[src/rtl/brick_field_if.sv]
// Hit handshake between the ball collision logic (master) and the brick field (slave).
interface brick_field_if #(
  parameter int COL_W = 3,
  parameter int ROW_W = 3
);
  logic             hit_valid;
  logic [COL_W-1:0] hit_col;
  logic [ROW_W-1:0] hit_row;
  logic             hit_ready;

  modport master (output hit_valid, output hit_col, output hit_row, input hit_ready);
  modport slave  (input hit_valid, input hit_col, input hit_row, output hit_ready);
endinterface

[src/rtl/brick_field.sv]
// Parametrised brick-wall store: level-load sequencer, multi-hit bricks, scoring
// and clear detection, with a combinational random-access read port for render.
module brick_field #(
  parameter int COLS      = 8,
  parameter int ROWS      = 8,
  parameter int HP_W      = 2,
  parameter int LEVELS    = 4,
  parameter int BRICK_PTS = 10,
  parameter int SCORE_W   = 16,
  localparam int COL_W    = (COLS > 1) ? $clog2(COLS) : 1,
  localparam int ROW_W    = (ROWS > 1) ? $clog2(ROWS) : 1,
  localparam int LVL_W    = (LEVELS > 1) ? $clog2(LEVELS) : 1,
  localparam int CNT_W    = $clog2(ROWS * COLS + 1)
) (
  input  logic               clk,
  input  logic               rst,
  input  logic               load_i,
  input  logic [LVL_W-1:0]   level_sel_i,
  input  logic               score_clr_i,
  brick_field_if.slave       hit_if,
  input  logic [COL_W-1:0]   rd_col_i,
  input  logic [ROW_W-1:0]   rd_row_i,
  output logic [HP_W-1:0]    rd_hp_o,
  output logic [CNT_W-1:0]   remaining_o,
  output logic [SCORE_W-1:0] score_o,
  output logic               busy_o,
  output logic               cleared_o
);

  localparam int NCELLS = ROWS * COLS;
  localparam int IDX_W  = $clog2(NCELLS);
  localparam int HPMAX  = (2 ** HP_W) - 1;
  localparam logic [SCORE_W-1:0] SCORE_MAX = '1;

  localparam logic [1:0] S_IDLE  = 2'd0;
  localparam logic [1:0] S_LOAD  = 2'd1;
  localparam logic [1:0] S_PLAY  = 2'd2;
  localparam logic [1:0] S_CLEAR = 2'd3;

  logic [1:0]         state_q, state_d;
  logic [HP_W-1:0]    cell_q [NCELLS];
  logic [LVL_W-1:0]   level_q, level_d;
  logic [ROW_W-1:0]   ld_row_q, ld_row_d;
  logic [COL_W-1:0]   ld_col_q, ld_col_d;
  logic [CNT_W-1:0]   remaining_q, remaining_d;
  logic [SCORE_W-1:0] score_q, score_d;

  logic               wr_en;
  logic [IDX_W-1:0]   wr_idx;
  logic [HP_W-1:0]    wr_val;

  logic               hit_in_range, rd_in_range;
  logic [IDX_W-1:0]   hit_idx, rd_idx;
  logic [HP_W-1:0]    hit_hp;

  function automatic logic [IDX_W-1:0] cellIndex(input logic [ROW_W-1:0] row,
                                                 input logic [COL_W-1:0] col);
    int idx;
    idx = int'(row) * COLS + int'(col);
    return IDX_W'(idx);
  endfunction

  // Level pattern: diagonal stripes of empty cells, hp rising with row and level.
  function automatic logic [HP_W-1:0] patternHp(input logic [ROW_W-1:0] row,
                                                input logic [COL_W-1:0] col,
                                                input logic [LVL_W-1:0] lvl);
    int sum;
    int hp;
    sum = int'(row) + int'(col) + int'(lvl);
    hp  = ((int'(row) + int'(lvl)) % HPMAX) + 1;
    if ((sum % 4) == 3) return '0;
    return HP_W'(hp);
  endfunction

  function automatic logic [SCORE_W-1:0] satAdd(input logic [SCORE_W-1:0] s,
                                                input logic [31:0]        pts);
    logic [SCORE_W+32:0] sum;
    sum = {33'd0, s} + {{(SCORE_W+1){1'b0}}, pts};
    if (sum > {33'd0, SCORE_MAX}) return SCORE_MAX;
    return sum[SCORE_W-1:0];
  endfunction

  assign hit_in_range = (int'(hit_if.hit_row) < ROWS) && (int'(hit_if.hit_col) < COLS);
  assign hit_idx      = hit_in_range ? cellIndex(hit_if.hit_row, hit_if.hit_col) : '0;
  assign hit_hp       = hit_in_range ? cell_q[hit_idx] : '0;

  assign rd_in_range  = (int'(rd_row_i) < ROWS) && (int'(rd_col_i) < COLS);
  assign rd_idx       = rd_in_range ? cellIndex(rd_row_i, rd_col_i) : '0;
  assign rd_hp_o      = rd_in_range ? cell_q[rd_idx] : '0;

  assign hit_if.hit_ready = (state_q == S_PLAY);
  assign busy_o           = (state_q == S_LOAD);
  assign cleared_o        = (state_q == S_CLEAR);
  assign remaining_o      = remaining_q;
  assign score_o          = score_q;

  // A load pulse restarts the sequencer from any state and drops a concurrent hit.
  always_comb begin
    state_d     = state_q;
    level_d     = level_q;
    ld_row_d    = ld_row_q;
    ld_col_d    = ld_col_q;
    remaining_d = remaining_q;
    score_d     = score_q;
    wr_en       = 1'b0;
    wr_idx      = '0;
    wr_val      = '0;

    if (load_i) begin
      state_d     = S_LOAD;
      level_d     = level_sel_i;
      ld_row_d    = '0;
      ld_col_d    = '0;
      remaining_d = '0;
      if (score_clr_i) score_d = '0;
    end else begin
      case (state_q)
        S_LOAD: begin
          wr_en  = 1'b1;
          wr_idx = cellIndex(ld_row_q, ld_col_q);
          wr_val = patternHp(ld_row_q, ld_col_q, level_q);
          if (wr_val != '0) remaining_d = remaining_q + 1'b1;
          if (int'(ld_col_q) == COLS - 1) begin
            ld_col_d = '0;
            if (int'(ld_row_q) == ROWS - 1) begin
              state_d = (remaining_d == '0) ? S_CLEAR : S_PLAY;
            end else begin
              ld_row_d = ld_row_q + 1'b1;
            end
          end else begin
            ld_col_d = ld_col_q + 1'b1;
          end
        end
        S_PLAY: begin
          if (hit_if.hit_valid && hit_in_range && (hit_hp != '0)) begin
            wr_en  = 1'b1;
            wr_idx = hit_idx;
            wr_val = hit_hp - 1'b1;
            if (hit_hp == HP_W'(1)) begin
              remaining_d = remaining_q - 1'b1;
              score_d     = satAdd(score_q, 32'(BRICK_PTS));
              if (remaining_q == CNT_W'(1)) state_d = S_CLEAR;
            end else begin
              score_d = satAdd(score_q, 32'd1);
            end
          end
        end
        default: begin
        end
      endcase
    end
  end

  always_ff @(posedge clk or posedge rst) begin
    if (rst) begin
      state_q     <= S_IDLE;
      level_q     <= '0;
      ld_row_q    <= '0;
      ld_col_q    <= '0;
      remaining_q <= '0;
      score_q     <= '0;
      for (int i = 0; i < NCELLS; i++) cell_q[i] <= '0;
    end else begin
      state_q     <= state_d;
      level_q     <= level_d;
      ld_row_q    <= ld_row_d;
      ld_col_q    <= ld_col_d;
      remaining_q <= remaining_d;
      score_q     <= score_d;
      if (wr_en) cell_q[wr_idx] <= wr_val;
    end
  end

endmodule

[src/flat_wrapper.sv]
// flat-port wrapper written by rule: the top's interface ports become plain ports
module brick_field_flat 
#(
  parameter int COLS      = 8,
  parameter int ROWS      = 8,
  parameter int HP_W      = 2,
  parameter int LEVELS    = 4,
  parameter int BRICK_PTS = 10,
  parameter int SCORE_W   = 16,
  localparam int COL_W    = (COLS > 1) ? $clog2(COLS) : 1,
  localparam int ROW_W    = (ROWS > 1) ? $clog2(ROWS) : 1,
  localparam int LVL_W    = (LEVELS > 1) ? $clog2(LEVELS) : 1,
  localparam int CNT_W    = $clog2(ROWS * COLS + 1)
)
  (clk, rst, load_i, level_sel_i, score_clr_i, rd_col_i, rd_row_i, rd_hp_o, remaining_o, score_o, busy_o, cleared_o, hit_if_hit_valid, hit_if_hit_col, hit_if_hit_row, hit_if_hit_ready);
  brick_field_if #(.COL_W(3), .ROW_W(3)) hit_if_i ();
  input  logic clk;
  input  logic rst;
  input  logic load_i;
  input  logic [LVL_W-1:0] level_sel_i;
  input  logic score_clr_i;
  input  logic [COL_W-1:0] rd_col_i;
  input  logic [ROW_W-1:0] rd_row_i;
  output logic [HP_W-1:0] rd_hp_o;
  output logic [CNT_W-1:0] remaining_o;
  output logic [SCORE_W-1:0] score_o;
  output logic busy_o;
  output logic cleared_o;
  input wire logic [$bits(hit_if_i.hit_valid)-1:0] hit_if_hit_valid;
  input wire logic [$bits(hit_if_i.hit_col)-1:0] hit_if_hit_col;
  input wire logic [$bits(hit_if_i.hit_row)-1:0] hit_if_hit_row;
  output wire logic [$bits(hit_if_i.hit_ready)-1:0] hit_if_hit_ready;
  assign hit_if_i.hit_valid = hit_if_hit_valid;
  assign hit_if_i.hit_col = hit_if_hit_col;
  assign hit_if_i.hit_row = hit_if_hit_row;
  assign hit_if_hit_ready = hit_if_i.hit_ready;
  brick_field #(.COLS(COLS), .ROWS(ROWS), .HP_W(HP_W), .LEVELS(LEVELS), .BRICK_PTS(BRICK_PTS), .SCORE_W(SCORE_W)) u_core (.clk(clk), .rst(rst), .load_i(load_i), .level_sel_i(level_sel_i), .score_clr_i(score_clr_i), .hit_if(hit_if_i), .rd_col_i(rd_col_i), .rd_row_i(rd_row_i), .rd_hp_o(rd_hp_o), .remaining_o(remaining_o), .score_o(score_o), .busy_o(busy_o), .cleared_o(cleared_o));
endmodule
[config.mk]
export PLATFORM = sky130hd
export DESIGN_NAME = brick_field_flat
export DESIGN_NICKNAME = d
export VERILOG_FILES = /design/src/rtl/brick_field_if.sv /design/src/rtl/brick_field.sv /design/src/flat_wrapper.sv
export SDC_FILE = /design/constraint.sdc
export NUM_CORES = 1
export LEC_CHECK = 0
export CORE_AREA = 8 8 147 149
export DETAILED_ROUTE_END_ITERATION = 10
export DIE_AREA = 0 0 155 157
export PLACE_DENSITY = 0.77
export SKIP_LAST_GASP = 1
export SLEW_MARGIN = 10
export SYNTH_ARGS = -nofsm -noshare
export SYNTH_HDL_FRONTEND = slang
export SYNTH_SLANG_ARGS = --single-unit
[constraint.sdc]
create_clock -name clk -period 4.35 [get_ports clk]
set_input_delay 0.435 -clock clk [delete_from_list [all_inputs] [get_ports clk]]
set_output_delay 0.435 -clock clk [all_outputs]
set_load 0.01 [all_outputs]
==> run metrics <==
max-cap viol count 0; commonest non-fill, non-tap cells in the layout nor2_1, dfrtp_1, a21oi_1, mux4_2, buf_4; final-report hold violation count 0; arrival time worst endpoint 4.58 ns; Total Power 3.97 mW; Longest Clk Path Bufs 2; fin. max-slew vios 0; die footprint 0.0243 mm²; hold depth 2; std cell rows 51; Worst Hold Class reg2reg; worst vdd ir 0.313 mV; cells on worst reg2reg path 12; Initial DRC Count 771; DRC 0; RSZ-0062 raised after global routing yes; period utilisation layout 97.9%; CTS tree done; CTS Buf Count 17; Gate Count Post-Synth 1,019; met3 WL post-DR 2540 µm; Total GRT Usage 24.9%; DRT antenna net count 0; CTS resizes 0; nets 1,153; Final min period 4.26 ns; area delta synth->final 18.0%; Setup crit start kind primary input; initial antenna violation count 0; Place WS -0.311 ns; clk_skew 0.00938 ns; Vias per Instance 6.39; fin worst setup slack 0.0899 ns; Synth Register Bits 161; fillers 1,470; die height 157 µm; clock root cell clkbuf_16; die width 155 µm; post-synthesis cell type count 69; WL met1 11,700 µm; slew margin rel. 40.6%; Cell Area, Synth 0.0106 mm²; ant diodes 0; global-route wire length before repair 47,300 µm; CTS Sinks 161; Top FF cell, synth dfrtp_1; Reg clk slew, reported paths 0.06 ns; leak pwr 5.26 nW; core area 0.0192 mm²; Clk Latency, worst-skew pair 0.44 ns; status complete, no violations; GPL Wtd Cong 0.921; dpl hpwl 20,400 µm; # setup viols final 0; synth warn 0; largest net degree at the start of global routing 162; PD cells 318 mW/mm²; highest routed layer met4; Post-CTS Hold Fix Bufs 0; ys async rst share 100%; met2 routed WL 13,900 µm; Max Clk Rate 235 MHz; Initial Utilization 55.1%; Req. time, crit path 4.67 ns; Detailed Route WL 29,100 µm; Via Count 8,851; post-CTS setup buffer count 0; syn nets 1,064; htree depth 4; Worst Max-Slew Pin Slew 0.892 ns; port bufs 46; num ports 47; share of layout cells above drive strength 1 26.2%; Crit Path Category in2reg; DR WL/cell 21.0 µm; Post-Syn Area per Cell 10.4 µm²; commonest non-fill, non-tap cell in the layout nor2_1; worst-path maximum fanout 8; DRT Pass-1 Iters 7; grt total ovfl 0; vias in the first global route 8,720; critical path endpoint category flop; Post-synth EDFFs 0; post-synthesis sequential area ratio 38.0%
==> synthesized netlist by cell type (7+ instances only) <==
library cell	n	share of area, %
nand2_1	72	2.6
a21o_1	8	0.57
buf_2	9	0.43
nor2_1	181	6.4
or2_2	7	0.41
nand3_1	13	0.61
or3_1	8	0.47
a21oi_2	19	1.6
a21oi_1	86	4.1
mux4_2	79	17
inv_1	26	0.92
o2111ai_1	7	0.58
nor3_1	13	0.61
mux2_2	37	3.9
a21oi_4	11	1.7
xnor2_1	20	1.7
ha_1	25	3.0
nor4_1	12	0.71
dfrtp_1	161	38
nand4_1	14	0.83
buf_1	12	0.43
clkbuf_1	39	1.4
o21ai_0	34	1.6
==> worst max-delay path, stage by stage <==
cell and delay (ns):
clkdlybuf4s50_1 0.50, buf_12 0.15, buf_12 0.13, mux4_2 0.29
mux4_2 0.52, mux4_2 0.51, clkinv_1 0.09, ha_1 0.15
and3b_1 0.24, a22o_1 0.22, or2_2 0.33, buf_4 0.17
nor3_1 0.36, nand2_1 0.15, mux2_2 0.32
==> layer usage <==
layer | global-route usage (%) | vias up
met1 | 31.8 | 4394
met5 | 0 | -
met3 | 5.29 | 69
li1 | - | 3941
met4 | 10.0 | 0
met2 | 40.7 | 447
==> report_power, final <==
group | switching [mW] | total, mW | internal (mW) | leakage [nW]
sequential | 0.0683 | 1.61 | 1.55 | 2.24
combinational | 0.526 | 0.895 | 0.370 | 2.77
clock | 0.637 | 1.46 | 0.820 | 0.262
total | 1.23 | 3.97 | 2.74 | 5.26
==> through the flow <==
stage | std cells | hold WS (ns) | TNS (ns) | instance area [µm²] | util (%)
global route | 1385 | 0.565 | -0.101 | 12500 | 65.0
finish | 1385 | 0.526 | 0 | 12500 | 65.0
CTS | 1385 | 0.515 | 0 | 12500 | 64.8
detailed placement | 1354 | 0.501 | -19.29 | 11900 | 61.9
global placement | 1354 | 0.490 | -7.09 | 11900 | 61.9
floorplan | 1019 | 0.462 | 0 | 10600 | -
==> kinds of logic after synthesis <==
logic type,synth area share [%]
AND/OR/NAND/NOR,15.4
AO/OA/AOI/OAI,15.0
flip-flops,38.0
multiplexers,22.3
buffers and inverters,4.21
adder cells (fa/ha/maj),3.14
XOR/XNOR,1.99
==> flip-flops by register name, summed over array words and instances (netlist names) <==
register / flops
u_core.level_q: 2
u_core.ld_col_q: 3
u_core.ld_row_q: 3
u_core.remaining_o: 7
u_core.score_o: 16
u_core.state_q: 2
u_core.cell_q: 128
==> area by class of cell <==
| type | instances | area (µm²) | area share [%] |
|---|---|---|---|
| clock buffer | 21 | 460 | 3.69 |
| clock inverter | 10 | 104 | 0.831 |
| inverter | 27 | 105 | 0.841 |
| multi-input combinational | 763 | 6160 | 49.3 |
| sequential | 161 | 4030 | 32.3 |
| tap | 265 | 332 | 2.65 |
| timing repair buffer | 138 | 1300 | 10.4 |
==> final timing paths <==
| check | slack, ns | start | end |
|---|---|---|---|
| max in group asynchronous | 3.08 | rst | u_core.remaining_o[5] |
| max | 0.09 | hit_if_hit_col[1] | u_core.cell_q[10] |
| min in group asynchronous | 0.58 | rst | u_core.score_o[9] |
| max reg2reg | 0.21 | u_core.cell_q[36] | u_core.cell_q[10] |
| min | 0.53 | u_core.cell_q[109] | u_core.cell_q[109] |
| min reg2reg | 0.53 | u_core.cell_q[109] | u_core.cell_q[109] |
(Power assumes the default switching activity.)
